`config.mk`:
```
export PLATFORM = sky130hd
export DESIGN_NAME = ras_ctrl
export DESIGN_NICKNAME = d
export VERILOG_FILES = /design/src/rtl/ras_ctrl.sv
export SDC_FILE = /design/constraint.sdc
export NUM_CORES = 1
export LEC_CHECK = 0
export CAP_MARGIN = 20
export CORE_UTILIZATION = 40
export DETAILED_ROUTE_END_ITERATION = 8
export HOLD_SLACK_MARGIN = 0.02
export PLACE_DENSITY = 0.81
export SETUP_SLACK_MARGIN = 0.15
export SYNTH_ARGS = -nofsm -noshare
export SYNTH_HDL_FRONTEND = slang
export SYNTH_SLANG_ARGS = --single-unit
```
`constraint.sdc`:
```
create_clock -name clk -period 4 [get_ports clk]
set_clock_uncertainty 0.05 [all_clocks]
set_input_delay 0.8 -clock clk [delete_from_list [all_inputs] [get_ports clk]]
set_output_delay 0.8 -clock clk [all_outputs]
set_load 0.05 [all_outputs]
```
`src/rtl/ras_ctrl.sv`:
```
// Fetch-side return-address-stack controller: pre-decodes RV32 call/return
// hints, issues push/pop to the stack, and drains it on a backend flush.
module ras_ctrl #(
    parameter int XLEN      = 32,
    parameter int CNT_WIDTH = 16
) (
    input  logic                 clk,
    input  logic                 rst,

    // Fetch interface
    input  logic                 in_valid,
    output logic                 in_ready,
    input  logic [XLEN-1:0]      in_pc,
    input  logic [31:0]          in_instr,

    // Backend
    input  logic                 flush,

    // Stack interface
    output logic                 ras_push,
    output logic                 ras_pop,
    output logic [XLEN-1:0]      ras_push_data,
    input  logic [XLEN-1:0]      ras_pop_data,
    input  logic                 ras_full,
    input  logic                 ras_empty,

    // Prediction to the fetch PC mux
    output logic                 pred_valid,
    output logic                 pred_hit,
    output logic [XLEN-1:0]      pred_target,

    // Event counters
    output logic [CNT_WIDTH-1:0] overflow_cnt,
    output logic [CNT_WIDTH-1:0] underflow_cnt
);

    typedef enum logic [1:0] {
        ST_RUN,
        ST_CORO_PUSH,
        ST_DRAIN
    } state_e;

    typedef enum logic [1:0] {
        HINT_NONE,
        HINT_CALL,
        HINT_RET,
        HINT_CORO
    } hint_e;

    localparam logic [6:0] OPC_JAL  = 7'b1101111;
    localparam logic [6:0] OPC_JALR = 7'b1100111;

    state_e                state_q, state_d;
    logic [XLEN-1:0]       link_q, link_d;
    logic                  pred_valid_q, pred_valid_d;
    logic                  pred_hit_q, pred_hit_d;
    logic [XLEN-1:0]       pred_target_q, pred_target_d;
    logic [CNT_WIDTH-1:0]  overflow_cnt_q, overflow_cnt_d;
    logic [CNT_WIDTH-1:0]  underflow_cnt_q, underflow_cnt_d;

    // ------------------------------------------------------------------
    // Pre-decode
    // ------------------------------------------------------------------
    logic [6:0]      opcode;
    logic [2:0]      funct3;
    logic [4:0]      rd;
    logic [4:0]      rs1;
    logic            rd_link;
    logic            rs1_link;
    hint_e           instr_kind;
    logic [XLEN-1:0] pc_plus4;

    // The immediate field plays no part in call/return classification.
    logic            unused_imm_bits;

    assign opcode          = in_instr[6:0];
    assign rd              = in_instr[11:7];
    assign funct3          = in_instr[14:12];
    assign rs1             = in_instr[19:15];
    assign unused_imm_bits = ^in_instr[31:20];
    assign pc_plus4        = in_pc + XLEN'(4);

    function automatic logic is_link(input logic [4:0] r);
        return (r == 5'd1) || (r == 5'd5);
    endfunction

    assign rd_link  = is_link(rd);
    assign rs1_link = is_link(rs1);

    always_comb begin
        // NOTE: every always_comb output gets a default first so no path
        // leaves it unassigned, which would otherwise infer a latch.
        instr_kind = HINT_NONE;
        if (opcode == OPC_JAL) begin
            if (rd_link) instr_kind = HINT_CALL;
        end else if (opcode == OPC_JALR && funct3 == 3'b000) begin
            unique case ({rd_link, rs1_link})
                2'b10:   instr_kind = HINT_CALL;
                2'b01:   instr_kind = HINT_RET;
                2'b11:   instr_kind = (rd == rs1) ? HINT_CALL : HINT_CORO;
                default: instr_kind = HINT_NONE;
            endcase
        end
    end

    // ------------------------------------------------------------------
    // Control FSM, stack requests and prediction
    // ------------------------------------------------------------------
    logic overflow_evt;
    logic underflow_evt;

    always_comb begin
        state_d       = state_q;
        link_d        = link_q;
        pred_valid_d  = 1'b0;
        pred_hit_d    = 1'b0;
        pred_target_d = '0;
        in_ready      = 1'b0;
        ras_push      = 1'b0;
        ras_pop       = 1'b0;
        ras_push_data = pc_plus4;
        overflow_evt  = 1'b0;
        underflow_evt = 1'b0;

        // Reset masks all stack traffic; the register block restores RUN.
        if (!rst) begin
            unique case (state_q)
                ST_RUN: begin
                    in_ready = !flush;
                    if (flush) begin
                        state_d = ST_DRAIN;
                    end else if (in_valid) begin
                        unique case (instr_kind)
                            HINT_CALL: begin
                                ras_push     = 1'b1;
                                overflow_evt = ras_full;
                            end
                            HINT_RET: begin
                                pred_valid_d = 1'b1;
                                if (!ras_empty) begin
                                    ras_pop       = 1'b1;
                                    pred_hit_d    = 1'b1;
                                    pred_target_d = ras_pop_data;
                                end else begin
                                    underflow_evt = 1'b1;
                                end
                            end
                            HINT_CORO: begin
                                pred_valid_d = 1'b1;
                                if (!ras_empty) begin
                                    // Pop now, push the new link next cycle so
                                    // the two never share a cycle.
                                    ras_pop       = 1'b1;
                                    pred_hit_d    = 1'b1;
                                    pred_target_d = ras_pop_data;
                                    link_d        = pc_plus4;
                                    state_d       = ST_CORO_PUSH;
                                end else begin
                                    ras_push      = 1'b1;
                                    underflow_evt = 1'b1;
                                end
                            end
                            default: ;
                        endcase
                    end
                end

                ST_CORO_PUSH: begin
                    if (flush) begin
                        state_d = ST_DRAIN;
                    end else begin
                        ras_push      = 1'b1;
                        ras_push_data = link_q;
                        overflow_evt  = ras_full;
                        state_d       = ST_RUN;
                    end
                end

                ST_DRAIN: begin
                    ras_pop = !ras_empty;
                    if (ras_empty && !flush) state_d = ST_RUN;
                end

                default: state_d = ST_RUN;
            endcase
        end
    end

    always_comb begin
        overflow_cnt_d  = overflow_cnt_q;
        underflow_cnt_d = underflow_cnt_q;
        if (overflow_evt && (overflow_cnt_q != '1))
            overflow_cnt_d = overflow_cnt_q + CNT_WIDTH'(1);
        if (underflow_evt && (underflow_cnt_q != '1))
            underflow_cnt_d = underflow_cnt_q + CNT_WIDTH'(1);
    end

    // ------------------------------------------------------------------
    // State registers
    // ------------------------------------------------------------------
    // NOTE: sequential state uses non-blocking assignments so every flop
    // samples its pre-edge value regardless of statement order.
    always_ff @(posedge clk) begin
        if (rst) begin
            state_q         <= ST_RUN;
            link_q          <= '0;
            pred_valid_q    <= 1'b0;
            pred_hit_q      <= 1'b0;
            pred_target_q   <= '0;
            overflow_cnt_q  <= '0;
            underflow_cnt_q <= '0;
        end else begin
            state_q         <= state_d;
            link_q          <= link_d;
            pred_valid_q    <= pred_valid_d;
            pred_hit_q      <= pred_hit_d;
            pred_target_q   <= pred_target_d;
            overflow_cnt_q  <= overflow_cnt_d;
            underflow_cnt_q <= underflow_cnt_d;
        end
    end

    assign pred_valid    = pred_valid_q;
    assign pred_hit      = pred_hit_q;
    assign pred_target   = pred_target_q;
    assign overflow_cnt  = overflow_cnt_q;
    assign underflow_cnt = underflow_cnt_q;

endmodule

```
# Word level (Yosys, flattened, before mapping)
# Cells that the tools add are included.
classes:
  addsub: 3
  eq_ne: 21
  mux: 42
  bitwise: 5
  n_reduce_logical: 16
op_table:
  columns: ["op", "n"]
  rows:
  - ["$mux W32", 3]
  - ["$add A16 B1 Y16 const B", 2]
  - ["$add A32 B3 Y32 const B", 1]
  - ["$ne A16 B16 Y1 const B", 2]
  - ["$mux W1", 24]
  - ["$mux W2", 9]
  - ["$eq A7 B7 Y1 const B", 2]
  - ["$pmux W2 S3", 2]
  - ["$eq A2 B2 Y1 const B", 5]
  - ["$eq A5 B1 Y1 const B", 2]
  - ["$eq A5 B3 Y1 const B", 2]
  - ["$pmux W1 S2", 4]
  - ["$eq A2 B1 Y1 const B", 3]
  - ["$ne A3 B3 Y1 const B", 2]
  - ["$reduce_or A6 Y1", 1]
  - ["$eq A5 B5 Y1", 1]
  - ["$not A1 Y1", 5]
  - ["$reduce_and A5 Y1", 1]
  - ["$logic_and A1 B1 Y1", 4]
  - ["$reduce_and A4 Y1", 1]
  - ["$reduce_or A2 Y1", 2]
  - ["$reduce_or A4 Y1", 1]
  - ["$logic_not A3 Y1", 1]
  - ["$ne A3 B2 Y1 const B", 1]
  - ["4 further kinds", 6]
totals:
  register_bits: 100
  in_bits: 102
  out_inout_bits: 101
  elab_cells: 94

# Longest topological paths before layout
logic_depth:
  word_depth: 14
  ltp_mapped: 10
  depth_no_buf: 7

# Worst setup path before layout
# No wires, ideal clock.
synth_path:
  path_kind: "input to output"
  start: "in in_instr[8]"
  end: "out ras_push"
  t_arrival_ps: 3070
  required_time_ps: 3150
  setup_slack_ps: 80
  cell_stages: 8
  path_buffers: 2
  path_cell_list: "nor4b_4 > nand4_1 > or2_1 > clkbuf_1 > clkbuf_1 > inv_1 > a21oi_1 > nor3_1"
synth_via:
  elab_chain_cells: 12
  word_cells_on_any_way: 19
  classes_between: "eq/ne (8); mux (10); reduce/logical (1)"
synth_rtl:
  columns: ["element", "line", "rtl"]
  rows:
  - ["start: declaration", "14", "input logic [31:0] in_instr,"]
  - ["$eq A5 B1 Y1 / $eq A5 B3 Y1 (equally long branches)", "84", "return (r == 5'd1) || (r == 5'd5);"]
  - ["$logic_or A1 B1 Y1", "84", null]
  - ["$eq A2 B2 Y1 / $eq A2 B1 Y1 (equally long branches)", "97", "unique case ({rd_link, rs1_link})"]
  - ["$pmux W2 S3", "97", null]
  - ["$mux W2", "96", "end else if (opcode == OPC_JALR && funct3 == 3'b000) begin"]
  - ["$mux W2 *", "94", "if (opcode == OPC_JAL) begin"]
  - ["$eq A2 B2 Y1 / $eq A2 B1 Y1 (equally long branches)", "133", "unique case (instr_kind)"]
  - ["$pmux W1 S2 *", "133", null]
  - ["$mux W1 *", "132", "end else if (in_valid) begin"]
  - ["$mux W1 *", "130", "if (flush) begin"]
  - ["$pmux W1 S2 *", "127", "unique case (state_q)"]
  - ["$mux W1 *", "126", "if (!rst) begin"]
  - ["end: declaration", "20", "output logic ras_push,"]
# Mark *: on every way between the ends. The rest lies on a longest branch, timed or not.

# Worst setup path after layout
layout_path:
  start: "in in_pc[16]"
  end: "out ras_push_data[26]"
layout_via:
  elab_chain_cells: 4
layout_rtl:
  columns: ["element", "line", "rtl"]
  rows:
  - ["start: declaration", "13", "input logic [XLEN-1:0] in_pc,"]
  - ["$add A32 B3 Y32 *", "81", "assign pc_plus4 = in_pc + XLEN'(4);"]
  - ["$mux W32", "169", "if (flush) begin"]
  - ["$mux W32", "127", null]
  - ["$mux W32 *", "126", null]
  - ["end: declaration", "22", "output logic [XLEN-1:0] ras_push_data,"]
# Marked as above.

==> results.py <==
metrics = {
    "outcome": {
        "status": "finished clean",
    },
    "min_path": {
        "min_path_type": "flop to flop",
    },
    "routing": {
        "drt_wl_total_mm": 14.0,
        "first_pass_iters": 5,
        "ant_nets": 0,
        "vias": 4822,
        "wire_per_inst_um": 15.5,
        "drcViolationCount": 0,
        "drt_iter0_markers": 282,
        "viasPerCell": 5.36,
    },
    "synthesis": {
        "synth.area.mux_share_pct": 1.16,
        "yosys.area_share.adder_pct": 0.791,
        "ys.flop_type": "dfxtp_1",
        "yosysSeqAreaShare_pct": 42.2,
        "synth_compound_area_share_pct": 13.5,
        "netlist_instances": 567,
        "syn_nets": 672,
        "synth-simple-area-share_pct": 30.4,
        "synth_top_family_by_area": "simple AND/OR/NAND/NOR gates",
        "syn_avg_cell_area_sq_um": 8.37,
        "synth_seq_cells": 100,
        "synth_xor_area_share_pct": 8.49,
        "synth-edff-count": 0,
        "synth_area_sq_um": 4740,
        "yosys_warnings": 0,
        "synth_cell_types": 47,
        "async_flop_share_pct": 0,
    },
    "finish": {
        "drive_above_1_share_pct": 11.4,
        "stdcell_count": 900,
        "mostFrequentLayoutCells": "clkdlybuf4s50_1, dfxtp_1, nor2_1",
        "syn2layout_area_growth_pct": 58.1,
        "antennaDiodeCount": 0,
        "nFillCells": 920,
        "regArea_sq_um": 2000,
        "nets": 857,
        "multi_input_area_sq_um": 2620,
        "layout.cells.most_common": "clkdlybuf4s50_1",
    },
    "clocking": {
        "cts_buffer_depth": 2,
        "insertion_delay_ps": 340,
        "cts_inserted_buffers": 9,
        "ctsHtreeMaxLevel": 3,
        "cts_tree": "built",
        "cts_sinks": 100,
        "post_cts_buffers": 0,
        "cts-root-buf": "clkbuf_16",
        "ctsResizeCount": 0,
        "cts_hold_buf": 0,
        "path_clk_slew_ps": 70,
    },
    "critical_path": {
        "crit_path_start_kind": "primary input",
        "arrival_ps": 2950,
        "cp_max_fo": 10,
        "crit_type": "primary input to output port",
        "endpoint_kind": "output port",
        "worstPathRequired_ps": 3150,
    },
    "sta": {
        "period_needed_ps": 3800,
        "max_slew_margin_pct": 39.3,
        "rsz0062_at_grt": "yes",
        "period_share_pct": 95.0,
        "drv_slew": 0,
        "setup_viol_count_final": 0,
        "final-hold-violation-count": 0,
        "tns_ps": 0,
        "worst_slew_pin_slew_ps": 910,
        "max_freq_ghz": 0.263,
    },
    "die": {
        "dieWidth_um": 111,
        "initial_core_util_pct": 41.4,
        "fp-row-count": 39,
        "die_h_um": 111,
        "core_sq_um": 11500,
        "io_pins": 203,
        "die_area_sq_um": 12300,
    },
    "placement": {
        "portBuffers": 190,
        "place.gp.congestion": 0.862,
        "dp_cells": 883,
        "dp_hpwl_mm": 10.3,
    },
    "pwr": {
        "cellLeakagePower_nw": 2.75,
        "ir_drop_mv": 0.233,
        "finalPower_mw": 2.23,
        "pwr_density_cell_nw_per_um2": 297,
    },
    "global_routing": {
        "grt_pass1_wl_mm": 22.4,
        "grt_pass1_vias": 4691,
        "grt_antenna_before_repair": 0,
        "grt_usage_pct": 22.4,
        "grt_max_degree": 62,
        "gr-total-overflow": 0,
    },
    "run": {
        "cap_violations": 0,
    },
}
report_power, final:
part | internal [mW] | switching, mW | leakage [nW]
registers | 0.995 | 0.00161 | 0.805
logic | 0.175 | 0.159 | 1.80
clock network | 0.493 | 0.404 | 0.144
total | 1.66 | 0.564 | 2.75
state kept, by name, indices dropped and copies added, names as in the netlist:
register       cells
link_q            32
state_q            2
pred_target       32
pred_valid         1
underflow_cnt     16
overflow_cnt      16
pred_hit           1
kinds of logic (layout without fill, tap and decap cells):
| family | count (synthesis) | in the layout |
|---|---|---|
| buf+inv | 39 | 229 |
| flops | 100 | 100 |
| compound gates | 106 | 106 |
| mux | 5 | 5 |
| fa+ha+maj | 3 | 3 |
| xor+xnor | 46 | 46 |
| simple gates | 268 | 268 |
per-layer routing:
metal,track usage [%],part of all wire [%],vias up
met4,12.7,4.1,0
met2,38.2,49,194
met3,6.01,6.9,42
met1,25.2,40,2235
met5,0,0,-
li1,-,-,2351
critical path: stages:
cell	delay [ps]
clkdlybuf4s50_1	530
and4_1	280
nand3_1	160
nor4_4	290
buf_6	180
nand2_1	70
xor2_1	170
a21oi_1	290
buf_12	180
final cells by class:
| type | count | area share (%) |
|---|---|---|
| Clock buffer | 10 | 3.05 |
| Clock inverter | 6 | 0.968 |
| Timing Repair Buffer | 204 | 31.5 |
| Multi-Input combinational cell | 428 | 34.9 |
| Tap cell | 143 | 2.39 |
| Sequential cell | 100 | 26.7 |
| Inverter | 9 | 0.451 |
per-stage QoR:
stage	util [%]	area [sq um]	setup WS, ps	hold WS, ps
floorplan	-	4750	402	379
global placement	62.3	7150	217	388
detailed placement	62.3	7150	188	395
CTS	65.0	7450	170	404
global route	65.4	7500	96.3	427
finish	65.4	7500	201	404
final timing paths:
check	startpoint	slack, ps	endpoint	cells after the start
max	in_pc[16]	200	ras_push_data[26]	9
min	link_q[3]	400	link_q[3]	2
max reg2reg	state_q[1]	1600	overflow_cnt[11]	6
min reg2reg	link_q[3]	400	link_q[3]	2
synthesized netlist by cell type (2+ instances only):
cell	number	area, sq um
a211oi_1	15	113
a21oi_1	53	265
and2_1	35	219
and3_1	13	81.3
and4_1	4	35.0
buf_2	7	35.0
clkbuf_1	22	82.6
dfxtp_1	100	2000
ha_1	3	37.5
inv_1	9	33.8
mux2_2	3	33.8
nand2_1	32	120
nand2b_1	3	18.8
nand3_1	26	130
nand4_1	20	125
nor2_1	74	278
nor2b_1	13	81.3
nor3_1	12	60.1
nor3b_1	3	22.5
nor4_1	4	25.0
nor4b_2	2	30.0
o211ai_1	2	15.0
o21ai_0	13	65.1
o21ai_1	9	45.0
o31ai_1	7	52.6
or2_1	2	12.5
or3_1	10	62.6
or4_1	8	60.1
xnor2_1	18	158
xor2_1	28	245
Power figures use the tool's default switching activity.
==> variant (same settings) <==
Set the parameter `CNT_WIDTH` to 32 (it was 16).
--- a/src/rtl/ras_ctrl.sv
+++ b/src/rtl/ras_ctrl.sv
@@ -2,7 +2,7 @@
 // hints, issues push/pop to the stack, and drains it on a backend flush.
 module ras_ctrl #(
     parameter int XLEN      = 32,
-    parameter int CNT_WIDTH = 16
+    parameter int CNT_WIDTH = 32
 ) (
     input  logic                 clk,
     input  logic                 rst,
Interface: changed (resized overflow_cnt and underflow_cnt); port bits go from 203 to 235. The function was not compared with the original's and may differ.
==> variant against the original RTL <==
Cell area grew 31%; sequential share of layout area rose by 0.13 points; maximum frequency is 1.3% higher; clock power is 83% higher; wire length is 23% higher; sequential power up 32%; via count increased by 24%; area after synthesis increased by 35%; worst setup slack gained 0.048 ns; sequential cell count rose by 32; power grew 48%; largest cell class unchanged.
==> variant: results (changes against the original RTL) <==
globalplace.congestion: 0.8130  # -5.7%
port_buffers: 222  # +17%
worstMarginPinSlew_ns: 0.7688  # -0.1409 ns
final_nets: 1048  # +22%
grt_max_degree: 74  # +19%
p_leak_uw: 0.003348  # +22%
h-tree-depth: 4  # +1
intPower_uw: 2534  # +52%
synthesis.nets: 833  # +24%
cts_buffers: 17  # +8
critPathMaxStageDelay_ns: 0.55  # +0.02 ns
status: "complete, no violations"
firstDrtPassIters: 4  # -1
fillers: 1264  # +37%
r2r_setup_slack_ns: 1.34  # -0.26 ns
grt_usage_pct: 21.38  # -1.0 points
yosys_warnings: 0  # unchanged
clk_latency_ns: 0.41  # +0.07 ns
clockBufferDepth: 2  # unchanged
clock-root-buffer: "clkbuf_16"
drive_gt1_share_pct: 14.54  # +3.2 points
peakVddDrop_mv: 0.3061  # +32%
synthTopCellsByCount: "134 x nor2_1, 132 x dfxtp_1, 72 x xnor2_1"
wire_per_inst_um: 14.71  # -5.4%
crit_arrival_ns: 2.90  # -0.05 ns
drt-initial-drc-count: 300  # +6.4%
yosysUniqueCellTypes: 52  # +11%
antenna_found_initial: 0  # unchanged
viasPerCell: 5.131  # -4.2%
async_flop_share_pct: 0  # unchanged
grt_pass1_vias: 5622  # +20%
path_clk_slew_ns: 0.06
place_area_sq_um: 9169  # +28%
setup_tns_ns: 0  # unchanged
crit_slowest_cell: "clkdlybuf4s50_1"
grt_pass1_wl_mm: 27.86  # +24%
place_hpwl_mm: 12.50  # +22%
ys_seq_area_share_pct: 41.15  # -1.1 points
cp_max_fo: 9  # -1
n_antenna_cell: 0  # unchanged
hold_path.class: "register to register"
synth_area_leaders: "dfxtp_1 41%, xnor2_1 9.8%, nor2_1 7.8%"
[variant: layer usage]
| layer | GRT usage [%] | up-vias | wire [um] |
|---|---|---|---|
| li1 | - | 2980 | - |
| met3 | 8.815 | 17 | 1410 |
| met2 | 36.76 | 182 | 8589 |
| met1 | 24.12 | 2809 | 6926 |
| met4 | 6.505 | 0 | 238 |
| met5 | 0 | - | 0 |
[variant: logic make-up (layout without fill, tap and decap cells)]
kind of cell | count (synthesis) | after routing | synth area share (%)
mux | 6 | 6 | 0.9937
flops | 132 | 132 | 41.15
xor+xnor | 89 | 89 | 12.14
compound gates | 76 | 76 | 7.814
fa+ha+maj | 3 | 3 | 0.5846
buf+inv | 52 | 280 | 3.566
simple gates | 370 | 370 | 33.75
[variant: power by group through the flow]
stage	clock, uW	combinational [uW]	sequential (uW)
after global routing	1740	351	1320
final	1640	335	1320
after global placement	0	330	1340
after detailed placement	0	332	1340
after CTS	1680	335	1320
after floorplan	0	129	1340
[variant: timing repair]
action / 4_1_cts / 5_1_grt
buffers inserted: 0 / 1
resized for setup: 3 / 7
pin swaps: 1 / 2
setup endpoints to repair: 5 / 12
[variant: worst max-delay path: cells and delay by family]
family	cells	cell delay, ns
xor gates and xnor gates	1	0.12
AOI/OAI and AO/OA	1	0.26
and+or+nand+nor	4	0.99
buffers and inverters	2	0.73
[variant: path summary, 6_finish.rpt]
check / cells past startpoint / end / start
setup reg to reg: 7 / underflow_cnt[21]$_SDFFE_PP0P_ / underflow_cnt[7]$_SDFFE_PP0P_
hold / removal: 2 / link_q[16]$_SDFFE_PP0P_ / link_q[16]$_SDFFE_PP0P_
hold reg to reg: 2 / link_q[16]$_SDFFE_PP0P_ / link_q[16]$_SDFFE_PP0P_
setup / recovery: 8 / ras_push_data[29] / in_pc[12]
[variant: layout make-up]
cell class / instances / area, sq um / area share [%]
clock buffer: 17 / 425.4 / 4.319
clock inverter: 15 / 203.9 / 2.071
tap: 211 / 264.0 / 2.680
timing repair buffer: 237 / 2670 / 27.11
multi-input combinational: 544 / 3602 / 36.57
inverter: 11 / 41.29 / 0.4192
sequential: 132 / 2643 / 26.83
[variant: through the flow]
step	std cells	hold slack (ns)	setup WS, ns
floorplan	728	0.4061	0.3930
global placement	1134	0.4195	0.1596
detailed placement	1134	0.4324	0.1254
CTS	1166	0.4489	0.1812
global route	1167	0.4649	0.1040
finish	1167	0.4466	0.2493
